File: config.mk
export PLATFORM = sky130hd
export DESIGN_NAME = serial_subtractor_ctrl
export DESIGN_NICKNAME = d
export VERILOG_FILES = /design/src/rtl/serial_sub_pkg.sv /design/src/rtl/full_subtractor_bit.sv /design/src/rtl/half_subtractor_st.sv /design/src/rtl/serial_subtractor_ctrl.sv
export SDC_FILE = /design/constraint.sdc
export NUM_CORES = 1
export LEC_CHECK = 0
export CORE_ASPECT_RATIO = 1.4
export CORE_MARGIN = 1
export CORE_UTILIZATION = 50
export DETAILED_ROUTE_END_ITERATION = 6
export DONT_BUFFER_PORTS = 1
export PLACE_DENSITY = 0.78
export REMOVE_ABC_BUFFERS = 1
export SLEW_MARGIN = 15
export SYNTH_ARGS = -nofsm -noshare
export SYNTH_HDL_FRONTEND = slang
export SYNTH_HIERARCHICAL = 1
export SYNTH_SLANG_ARGS = --single-unit
File: constraint.sdc
create_clock -name clk -period 1.4 [get_ports clk]
set_input_delay 0.14 -clock clk [delete_from_list [all_inputs] [get_ports clk]]
set_output_delay 0.14 -clock clk [all_outputs]
set_load 0.1 [all_outputs]
File: src/rtl/serial_sub_pkg.sv
// serial_sub_pkg: shared FSM state encoding and default operand width for the bit-serial subtractor
package serial_sub_pkg;
  typedef enum logic [1:0] {IDLE = 2'd0, RUN = 2'd1, DONE = 2'd2} state_t;
  localparam int DEFAULT_WIDTH = 8;
endpackage

File: src/rtl/full_subtractor_bit.sv
// full_subtractor_bit: 1-bit full subtractor from two half subtractors; ports a, b, bin -> d, bout
module full_subtractor_bit (
  input  logic a,
  input  logic b,
  input  logic bin,
  output logic d,
  output logic bout
);
  logic d1, b1, b2;
  half_subtractor_st u_h1 (.a(a), .b(b), .d(d1), .bout(b1));
  half_subtractor_st u_h2 (.a(d1), .b(bin), .d(d), .bout(b2));
  assign bout = b1 | b2;
endmodule

File: src/rtl/half_subtractor_st.sv
// half_subtractor_st: 1-bit half subtractor; ports a, b -> d = a^b, bout = ~a&b
module half_subtractor_st (
  input  logic a,
  input  logic b,
  output logic d,
  output logic bout
);
  assign d = a ^ b;
  assign bout = ~a & b;
endmodule

File: src/rtl/serial_subtractor_ctrl.sv
// serial_subtractor_ctrl: LSB-first bit-serial a-b with valid/ready on both sides; ports clk, rst, in_valid/in_ready/a_in/b_in, out_valid/out_ready/difference/borrow, busy; SERIAL_SUB_SAT_EN clamps underflowed results to zero
module serial_subtractor_ctrl
  import serial_sub_pkg::*;
#(
  parameter int WIDTH = DEFAULT_WIDTH
) (
  input  logic             clk,
  input  logic             rst,
  input  logic             in_valid,
  output logic             in_ready,
  input  logic [WIDTH-1:0] a_in,
  input  logic [WIDTH-1:0] b_in,
  output logic             out_valid,
  input  logic             out_ready,
  output logic [WIDTH-1:0] difference,
  output logic             borrow,
  output logic             busy
);
  localparam int CNT_W = $clog2(WIDTH);
  state_t state, state_n;
  logic [WIDTH-1:0] a_sr, b_sr, diff_q;
  logic [WIDTH-2:0] res;
  logic [CNT_W-1:0] cnt;
  logic bflop, bor_q, d, bout, last;
  full_subtractor_bit u_fs (.a(a_sr[0]), .b(b_sr[0]), .bin(bflop), .d(d), .bout(bout));
  assign last = (state == RUN) && (cnt == CNT_W'(WIDTH - 1));
  always_comb
    state_n = (state == IDLE) ? (in_valid ? RUN : IDLE) :
              (state == RUN)  ? (last ? DONE : RUN) :
              (out_ready ? IDLE : DONE);
  always_ff @(posedge clk)
    state <= rst ? IDLE : state_n;
  always_ff @(posedge clk) begin
    if (rst) begin
      a_sr <= '0;
      b_sr <= '0;
      res <= '0;
      cnt <= '0;
      bflop <= 1'b0;
      bor_q <= 1'b0;
      diff_q <= '0;
    end else if (state == IDLE && in_valid) begin
      a_sr <= a_in;
      b_sr <= b_in;
      bflop <= 1'b0;
      cnt <= '0;
    end else if (state == RUN) begin
      a_sr <= a_sr >> 1;
      b_sr <= b_sr >> 1;
      bflop <= bout;
      cnt <= cnt + CNT_W'(1);
      res <= (WIDTH - 1)'({d, res} >> 1);
      if (last) begin
        bor_q <= bout;
`ifdef SERIAL_SUB_SAT_EN
        diff_q <= bout ? '0 : {d, res};
`else
        diff_q <= {d, res};
`endif
      end
    end
  end
  assign in_ready = state == IDLE;
  assign out_valid = state == DONE;
  assign busy = state == RUN;
  assign difference = diff_q;
  assign borrow = bor_q;
endmodule

# Word level (Yosys, flattened, before mapping)

Index checks and enable logic that the tools add are counted.

Register bits: 38
Input bits: 20
Output and inout port bits: 12
Word-level logic and storage cells: 36

Add/sub/neg operators: 1
Equality and inequality tests: 3
Multiplexer cells: 9
Bitwise gates (word level): 8
Reductions and logical operators: 7

Operators with widths:

| operator              | count |
|---|---|
| $mux W8               | 4 |
| $mux W2               | 4 |
| $add A3 B1 Y3 const B | 1 |
| $eq A3 B3 Y1 const B  | 1 |
| $not A1 Y1            | 3 |
| $reduce_and A3 Y1     | 1 |
| $and A1 B1 Y1         | 2 |
| $eq A2 B1 Y1 const B  | 1 |
| $eq A2 B2 Y1 const B  | 1 |
| $logic_and A1 B1 Y1   | 2 |
| $logic_not A2 Y1      | 1 |
| $reduce_and A2 Y1     | 1 |
| $reduce_bool A2 Y1    | 1 |
| $reduce_or A2 Y1      | 1 |
| $xor A1 B1 Y1         | 2 |
| $mux W1               | 1 |
| $or A1 B1 Y1          | 1 |

# Depth between registers and ports, before layout

Gate-level depths: netlist of the first run.

Word-level depth: 5
Depth in mapped cells: 8
Depth with buffers taken out: 8

# Modules after synthesis

Netlist of the first run, hierarchy kept.

By module, submodules not included:

| module                 | instances | cells each | area each (um2) | sequential area each (um2) |
|---|---|---|---|---|
| serial_subtractor_ctrl | 1         | 188        | 1616.6          | 760.7 |
| half_subtractor_st     | 2         | 3          | 20.0            | 0.0 |
| full_subtractor_bit    | 1         | 1          | 6.3             | 0.0 |

# Least setup slack after synthesis of the first run

Ideal clock, no wire load.

Kind: reg-to-output
Start point: register state[1]
End point: output port out_valid
Data arrival time: 1796 ps
Required time: 1260 ps
Slack: -536 ps
Cell stages (with the launch flop): 3
Path buffers: 1
Cells stage by stage: dfxtp_1 buf_4 nor2b_1

Word-level cells in the longest chain between the ends: 1

RTL lines:

| element                | RTL line                     | RTL |
|---|---|---|
| from (decl)            | serial_subtractor_ctrl.sv:20 | `state_t state, state_n;` |
| from (signal assigned) | serial_subtractor_ctrl.sv:32 | `state <= rst ? IDLE : state_n;` |
| $eq A2 B2 Y1           | serial_subtractor_ctrl.sv:64 | `assign out_valid = state == DONE;` |
| to (decl)              | serial_subtractor_ctrl.sv:13 | `output logic out_valid,` |

Every way passes these cells.

# Final worst setup path of the first run

Start point: register a_sr[0]
End point: register bflop

Word-level cells in the longest chain between the ends: 4
Elaborated cells on any way between the ends: 6
Classes of those cells: 6 x bitwise

RTL lines:

| element                | RTL line                     | RTL |
|---|---|---|
| from (decl)            | serial_subtractor_ctrl.sv:21 | `logic [WIDTH-1:0] a_sr, b_sr, diff_q;` |
| from (signal assigned) | serial_subtractor_ctrl.sv:43 | `a_sr <= a_in;` |
| from (signal assigned) | serial_subtractor_ctrl.sv:48 | `a_sr <= a_sr >> 1;` |
| $xor A1 B1 Y1          | half_subtractor_st.sv:8      | `assign d = a ^ b;` |
| named net u_fs.d1      | full_subtractor_bit.sv:9     | `logic d1, b1, b2;` |
| $not A1 Y1             | half_subtractor_st.sv:9      | `assign bout = ~a & b;` |
| $and A1 B1 Y1          | half_subtractor_st.sv:9      |  |
| named net u_fs.b2      | full_subtractor_bit.sv:9     |  |
| $or A1 B1 Y1           | full_subtractor_bit.sv:12    | `assign bout = b1 \| b2;` |
| named net bout         | serial_subtractor_ctrl.sv:24 | `logic bflop, bor_q, d, bout, last;` |
| to (signal assigned)   | serial_subtractor_ctrl.sv:50 | `bflop <= bout;` |
| to (decl)              | serial_subtractor_ctrl.sv:24 |  |

The timed path passes the listed nets, and every way through them passes these cells.
A chain may end at the register's enable or synchronous reset.

==> impl_metrics.yaml, run 1 <==
final_layout:
  fraction_of_final_layout_cells_sized_beyond_drive_strength_1: 0.2546
  finalNonFillerCells: 255
  final_cell_mix: "sky130_fd_sc_hd__nand2_1 (37), sky130_fd_sc_hd__dfxtp_1 (36), sky130_fd_sc_hd__a21oi_1 (33), sky130_fd_sc_hd__buf_4 (22), sky130_fd_sc_hd__nor2_1 (14)"
  finalNetCount: 240
  final_core_util: 0.6294
  final_design_area_no_fill_um2: 1984
  layout_commonest_cell: "sky130_fd_sc_hd__nand2_1"
  area_delta_synth_final_pct: 19.34
  diodes: 0
setup_path:
  critical_path.endpoint_type: "register"
  critical_path.startpoint_type: "register"
  classification_of_the_worst_setup_path: "reg2reg"
  timing.critical_path.arrival_ns: 1.54
  worstPathRequired_ns: 1.58
  timing.critical_path.fanout_max: 2
clock_tree:
  cts_tree: "yes"
  h_tree_levels: 2
  ctsLongestPathBuffers: 2
  sinks_on_the_clock_net: 38
  clock_insertion_delay_worst_skew_ns: 0.29
  clkTransAtPathRegs_ns: 0.07
  cts_buffer_count: 5
  cts_root_buffer: "sky130_fd_sc_hd__clkbuf_8"
timing:
  slew_headroom: 0.8167
  fin_worst_hold_slack_ns: 0.02459
  final_cycle_utilization_of_the_critical_path: 0.9744
  rsz0062_at_grt: "yes"
  maxSlewViolCount: 0
  final_period_minus_worst_setup_slack_ns: 1.364
  setup_total_negative_slack_ns: 0
  worst_pin_slew_ns: 0.2773
  clock-skew-final_ns: 0.006030
  clock.fmax_mhz: 733.0
  hold_violations: 0
  setup_viol: 0
grt:
  grt_first_pass_wirelength_um: 5064
  initial_antenna_violation_count: 0
  grt_use_total: 0.1908
  first_global_vias: 1241
  grt_max_degree: 39
  overflow: 0
routing:
  drt_drc_violations_left: 0
  postRouteAntennaNets: 0
  routed_wl_um: 3240
  vias_per_cell: 5.325
  drtPass1Iterations: 4
  vias: 1358
  avgRoutedWirePerCell_um: 12.71
  detail_route.iter0.violations: 26
die:
  floorplan.io_pins: 32
  chipWidth_um: 50.74
  rows: 24
  die_y_um: 70.24
  effective_utilization_at_floorplan: 0.5274
  placeableCoreArea_um2: 3153
  floorplan.die_area_um2: 3564
synthesis:
  syn-cell-area_um2: 1663
  post_synth_main_area_contributors: "sky130_fd_sc_hd__dfxtp_1 (46%), sky130_fd_sc_hd__a21oi_1 (9.9%), sky130_fd_sc_hd__nand2_1 (8.4%)"
  yosysTopAreaCell: "sky130_fd_sc_hd__dfxtp_1"
  ys_ff_latch: 38
  synth.lib_cells_used.distinct: 29
  postSynthAreaPerCell_um2: 8.527
  yosys_warnings: 6
  synth_seq_area_share: 0.4575
  postSynthCellCount: 195
  netlist.area_leader.share: 0.4575
power:
  ir_drop_v: 0.0008610
  p_leak_nw: 0.7651
  power_per_cell_area_nw_per_um2: 1116
placed_design:
  gp_routability_congestion: 0.7563
  dp_hpwl_um: 2090
  postPlaceCellArea_um2: 1812
  placement.io_buffers: 0
  placed_cells: 242
run:
  drv.max_cap_violation_count: 0
worst_hold_path:
  hold_class: "in2reg"
run_status:
  outcome: "completed"
-- path summary, 6_finish.rpt --
kind | end | cells past startpoint | slack [ns] | startpoint
setup / recovery | bflop | 8 | 0.04 | a_sr[0]
hold / removal | b_sr[4] | 2 | 0.02 | b_in[4]
setup reg to reg | bflop | 8 | 0.04 | a_sr[0]
hold reg to reg | difference[1] | 2 | 0.45 | difference[1]
-- final cells by class --
cell class	instances	area (um2)
Clock buffer	5	68.82
Fill cell	308	1169
Tap cell	39	48.80
Sequential cell	38	763.2
Timing Repair Buffer	30	287.8
Inverter	5	23.77
Clock inverter	2	10.01
Multi-Input combinational cell	136	782.0
-- per-stage QoR --
| stage | setup slack (ns) | power, W |
|---|---|---|
| 3_3_place_gp | 0.01565 | 0.001470 |
| 2_1_floorplan | -0.9366 | 0.001386 |
| 6_report | 0.03578 | 0.002214 |
| 4_1_cts | 0.0001348 | 0.002210 |
| 5_1_grt | -0.04786 | 0.002320 |
| 3_5_place_dp | -0.02567 | 0.001479 |
-- per-layer routing --
metal | GRT usage | routed length [um] | part of all wire | up-vias
met5 | 0 | 0 | 0 | -
met4 | 0.07716 | 58 | 0.018 | 0
met3 | 0.06318 | 163 | 0.050 | 6
met2 | 0.3422 | 1676 | 0.52 | 37
met1 | 0.1970 | 1343 | 0.41 | 618
li1 | - | - | - | 697
-- kinds of logic (layout without fill, tap and decap cells) --
group	after synthesis	in the layout	synth area share
simple gates	81	81	0.2272
compound gates	47	47	0.1761
flops	38	38	0.4575
buf+inv	21	42	0.08577
fa+ha+maj	4	4	0.03010
mux	3	3	0.01806
xor+xnor	1	1	0.005268
-- registers in the layout, indices dropped and copies added, names as in the netlist --
| register | flops |
|---|---|
| a_sr | 8 |
| b_sr | 8 |
| bflop | 1 |
| borrow | 1 |
| cnt | 3 |
| difference | 8 |
| res | 7 |
| state | 2 |
-- worst max-delay path, cell delays in order, from the launching register on --
cell	delay, ns
sky130_fd_sc_hd__dfxtp_2	0.33
sky130_fd_sc_hd__inv_2	0.05
sky130_fd_sc_hd__ha_4	0.23
sky130_fd_sc_hd__inv_2	0.04
sky130_fd_sc_hd__inv_2	0.02
sky130_fd_sc_hd__ha_2	0.15
sky130_fd_sc_hd__or2_1	0.23
sky130_fd_sc_hd__mux2i_1	0.12
sky130_fd_sc_hd__nor3_1	0.07
-- timing repair --
item                                    4_1_cts  5_1_grt
pin swaps                                     3        3
endpoints found under the hold margin        38        0
hold buffers                                  3        0
setup buffers                                 2        1
endpoints found under the setup margin        2       11
gates resized for setup                       4        7
gates cloned                                  0        0
-- synthesized netlist by cell type --
cell,instances
sky130_fd_sc_hd__buf_2,5
sky130_fd_sc_hd__nor3b_4,1
sky130_fd_sc_hd__nand3_1,11
sky130_fd_sc_hd__xnor2_1,1
sky130_fd_sc_hd__buf_6,6
sky130_fd_sc_hd__nand2b_1,3
sky130_fd_sc_hd__buf_4,2
sky130_fd_sc_hd__ha_1,4
sky130_fd_sc_hd__nand3b_1,1
sky130_fd_sc_hd__mux2i_1,3
sky130_fd_sc_hd__or3b_1,1
sky130_fd_sc_hd__nor2_1,15
sky130_fd_sc_hd__a211oi_2,4
sky130_fd_sc_hd__clkbuf_4,1
sky130_fd_sc_hd__inv_1,4
sky130_fd_sc_hd__or2b_1,1
sky130_fd_sc_hd__nor2b_1,1
sky130_fd_sc_hd__nand2_1,37
sky130_fd_sc_hd__a211oi_1,8
sky130_fd_sc_hd__clkinv_2,1
sky130_fd_sc_hd__or3b_2,2
sky130_fd_sc_hd__clkbuf_1,2
sky130_fd_sc_hd__a21oi_1,33
sky130_fd_sc_hd__nor3_1,6
sky130_fd_sc_hd__nor2_2,1
sky130_fd_sc_hd__dfxtp_1,38
sky130_fd_sc_hd__o21ba_2,1
sky130_fd_sc_hd__or2_1,1
sky130_fd_sc_hd__o21a_1,1
-- where the power goes --
part	switching [W]	internal, W	leakage [nW]	total (W)
clock network	0.000365	0.000334	0.0438	0.000699
registers	0.0000324	0.00113	0.311	0.00117
logic	0.000201	0.000149	0.411	0.000350
(Power assumes the default switching activity.)
==> inputs of run 2 (changes only) <==
Settings changed: ABC_AREA from default to 1.
==> run 2 against run 1 <==
Sequential share of layout area is 2.2 points lower. Sequential cell count unchanged. Via count rose by 12%. Highest routed layer unchanged. Combinational power is 54% higher. Critical endpoint is now in_ready. First-iteration DRC count rose by 100%. Cell count up 20%. Non-clock buffer count is 2 lower. Power rose by 9.7%. Core utilization down 0.57 points. Fmax grew 0.85%.
==> impl_metrics.yaml, run 2 <==
placed_design:
  postPlaceCellArea_um2: 1932
  placed_cells: 289
  placement.io_buffers: 0
  gp_routability_congestion: 0.7228
  dp_hpwl_um: 2293
timing:
  worst_pin_slew_ns: 1.095
  slew_headroom: 0.2702
  hold_violations: 0
  final_period_minus_worst_setup_slack_ns: 1.353
  clock-skew-final_ns: 0.006519
  maxSlewViolCount: 0
  final_cycle_utilization_of_the_critical_path: 0.9663
  clock.fmax_mhz: 739.2
  fin_worst_hold_slack_ns: 0.007776
  setup_viol: 0
synthesis:
  ys_ff_latch: 38
  synth.lib_cells_used.distinct: 20
  yosys_warnings: 6
  netlist.area_leader.share: 0.4297
  synth_seq_area_share: 0.4297
  yosys.cell_count.top_type: "sky130_fd_sc_hd__nand2_1"
  postSynthCellCount: 244
  synth_cell_count_leaders: "sky130_fd_sc_hd__nand2_1 (71), sky130_fd_sc_hd__dfxtp_1 (38), sky130_fd_sc_hd__nand3_1 (26)"
  post_synth_main_area_contributors: "sky130_fd_sc_hd__dfxtp_1 (43%), sky130_fd_sc_hd__nand2_1 (15%), sky130_fd_sc_hd__nand3_1 (7.3%)"
  synth_enable_flop_cells: 0
  async_reset_ff_frac: 0
  postSynthAreaPerCell_um2: 7.256
  yosysTopAreaCell: "sky130_fd_sc_hd__dfxtp_1"
  dominantRegCellSynth: "sky130_fd_sc_hd__dfxtp_1"
  syn-cell-area_um2: 1770
die:
  rows: 25
  chipWidth_um: 52.29
  effective_utilization_at_floorplan: 0.5241
  die_y_um: 72.41
  floorplan.io_pins: 32
  floorplan.die_area_um2: 3786
  placeableCoreArea_um2: 3378
routing:
  vias: 1526
  drtPass1Iterations: 4
  vias_per_cell: 4.987
  avgRoutedWirePerCell_um: 11.26
  drt_drc_violations_left: 0
  routed_wl_um: 3446
  postRouteAntennaNets: 0
  detail_route.iter0.violations: 53
setup_path:
  timing.critical_path.arrival_ns: 1.21
  classification_of_the_worst_setup_path: "reg2out"
  critical_path.startpoint_type: "register"
  timing.critical_path.fanout_max: 16
  critical_path.endpoint_type: "output port"
  worstPathRequired_ns: 1.26
clock_tree:
  cts_root_buffer: "sky130_fd_sc_hd__clkbuf_8"
  sinks_on_the_clock_net: 38
  ctsLongestPathBuffers: 2
  cts_tree: "yes"
  h_tree_levels: 2
  clkTransAtPathRegs_ns: 0.07
  clock_insertion_delay_worst_skew_ns: 0.29
  cts_buffer_count: 5
final_layout:
  final_design_area_no_fill_um2: 2107
  finalNonFillerCells: 306
  layout_commonest_cell: "sky130_fd_sc_hd__nand2_1"
  final_core_util: 0.6237
  diodes: 0
  final_cell_mix: "sky130_fd_sc_hd__nand2_1 (71), sky130_fd_sc_hd__dfxtp_1 (35), sky130_fd_sc_hd__nand3_1 (26), sky130_fd_sc_hd__inv_1 (24), sky130_fd_sc_hd__nor2_1 (24)"
  fraction_of_final_layout_cells_sized_beyond_drive_strength_1: 0.1805
  finalNetCount: 290
  area_delta_synth_final_pct: 19.01
power:
  ir_drop_v: 0.0007419
  power_per_cell_area_nw_per_um2: 1153
  p_leak_nw: 0.9672
grt:
  grt_first_pass_wirelength_um: 5871
  grt_use_total: 0.2082
  grt_max_degree: 25
  first_global_vias: 1326
  initial_antenna_violation_count: 0
  overflow: 0
run:
  drv.max_cap_violation_count: 0
run_status:
  outcome: "completed"
worst_hold_path:
  hold_class: "in2reg"
[run 2: kinds of logic after synthesis]
group,share of synthesized area
flip-flops,0.4297
buffers and inverters,0.1032
XOR/XNOR,0.004948
AO/OA/AOI/OAI,0.1251
adder cells (fa/ha/maj),0.02827
AND/OR/NAND/NOR,0.3088
[run 2: critical path, cell delays in order, from the launching register on]
cell	delay, ns
sky130_fd_sc_hd__dfxtp_2	0.34
sky130_fd_sc_hd__buf_12	0.15
sky130_fd_sc_hd__nor2_4	0.15
sky130_fd_sc_hd__buf_12	0.13
sky130_fd_sc_hd__buf_12	0.16
[run 2: routing by layer]
metal | global-route usage | vias up | wire, um
met4 | 0.1023 | 0 | 74
met3 | 0.05870 | 8 | 158
met2 | 0.3460 | 40 | 1699
met5 | 0 | - | 0
met1 | 0.2383 | 675 | 1514
li1 | - | 803 | -
[run 2: final timing paths]
path                               startpoint       endpoint  slack, ns  cells past startpoint
worst max-delay path                 state[0]       in_ready       0.05                      4
worst min-delay path                      rst       state[1]      0.008                      3
worst max register to register        a_sr[0]  difference[7]       0.08                      8
worst min register to register  difference[3]  difference[3]       0.46                      2
[run 2: what timing repair did]
item | in CTS | in global routing
endpoints found under the setup margin | 3 | 18
endpoints found under the hold margin | 25 | 0
resized for setup | 3 | 3
hold buffers | 4 | 0
buffers inserted | 1 | 5
pin swaps | 1 | 2
cloned | 0 | 0
[run 2: per-stage QoR]
stage | total power (W) | worst slack, ns | setup TNS, ns
2_1_floorplan | 0.001546 | -0.7112 | -17.18
3_3_place_gp | 0.001695 | 0.1189 | 0
3_5_place_dp | 0.001703 | 0.08912 | 0
4_1_cts | 0.002424 | 0.005371 | 0
5_1_grt | 0.002566 | -0.001638 | -0.001638
6_report | 0.002429 | 0.04723 | 0
[run 2: area by class of cell]
class	instances	area, um2
fill	306	1271
multi-input combinational	168	829.5
sequential	38	764.5
timing repair buffer	28	292.8
inverter	25	93.84
clock buffer	7	76.32
tap	40	50.05
[run 2: report_power, final]
part           switching [W]  internal, W  total, W  leakage [nW]
sequential         0.0000466      0.00116   0.00120         0.312
clock               0.000344     0.000342  0.000687        0.0383
combinational       0.000315     0.000223  0.000538         0.617
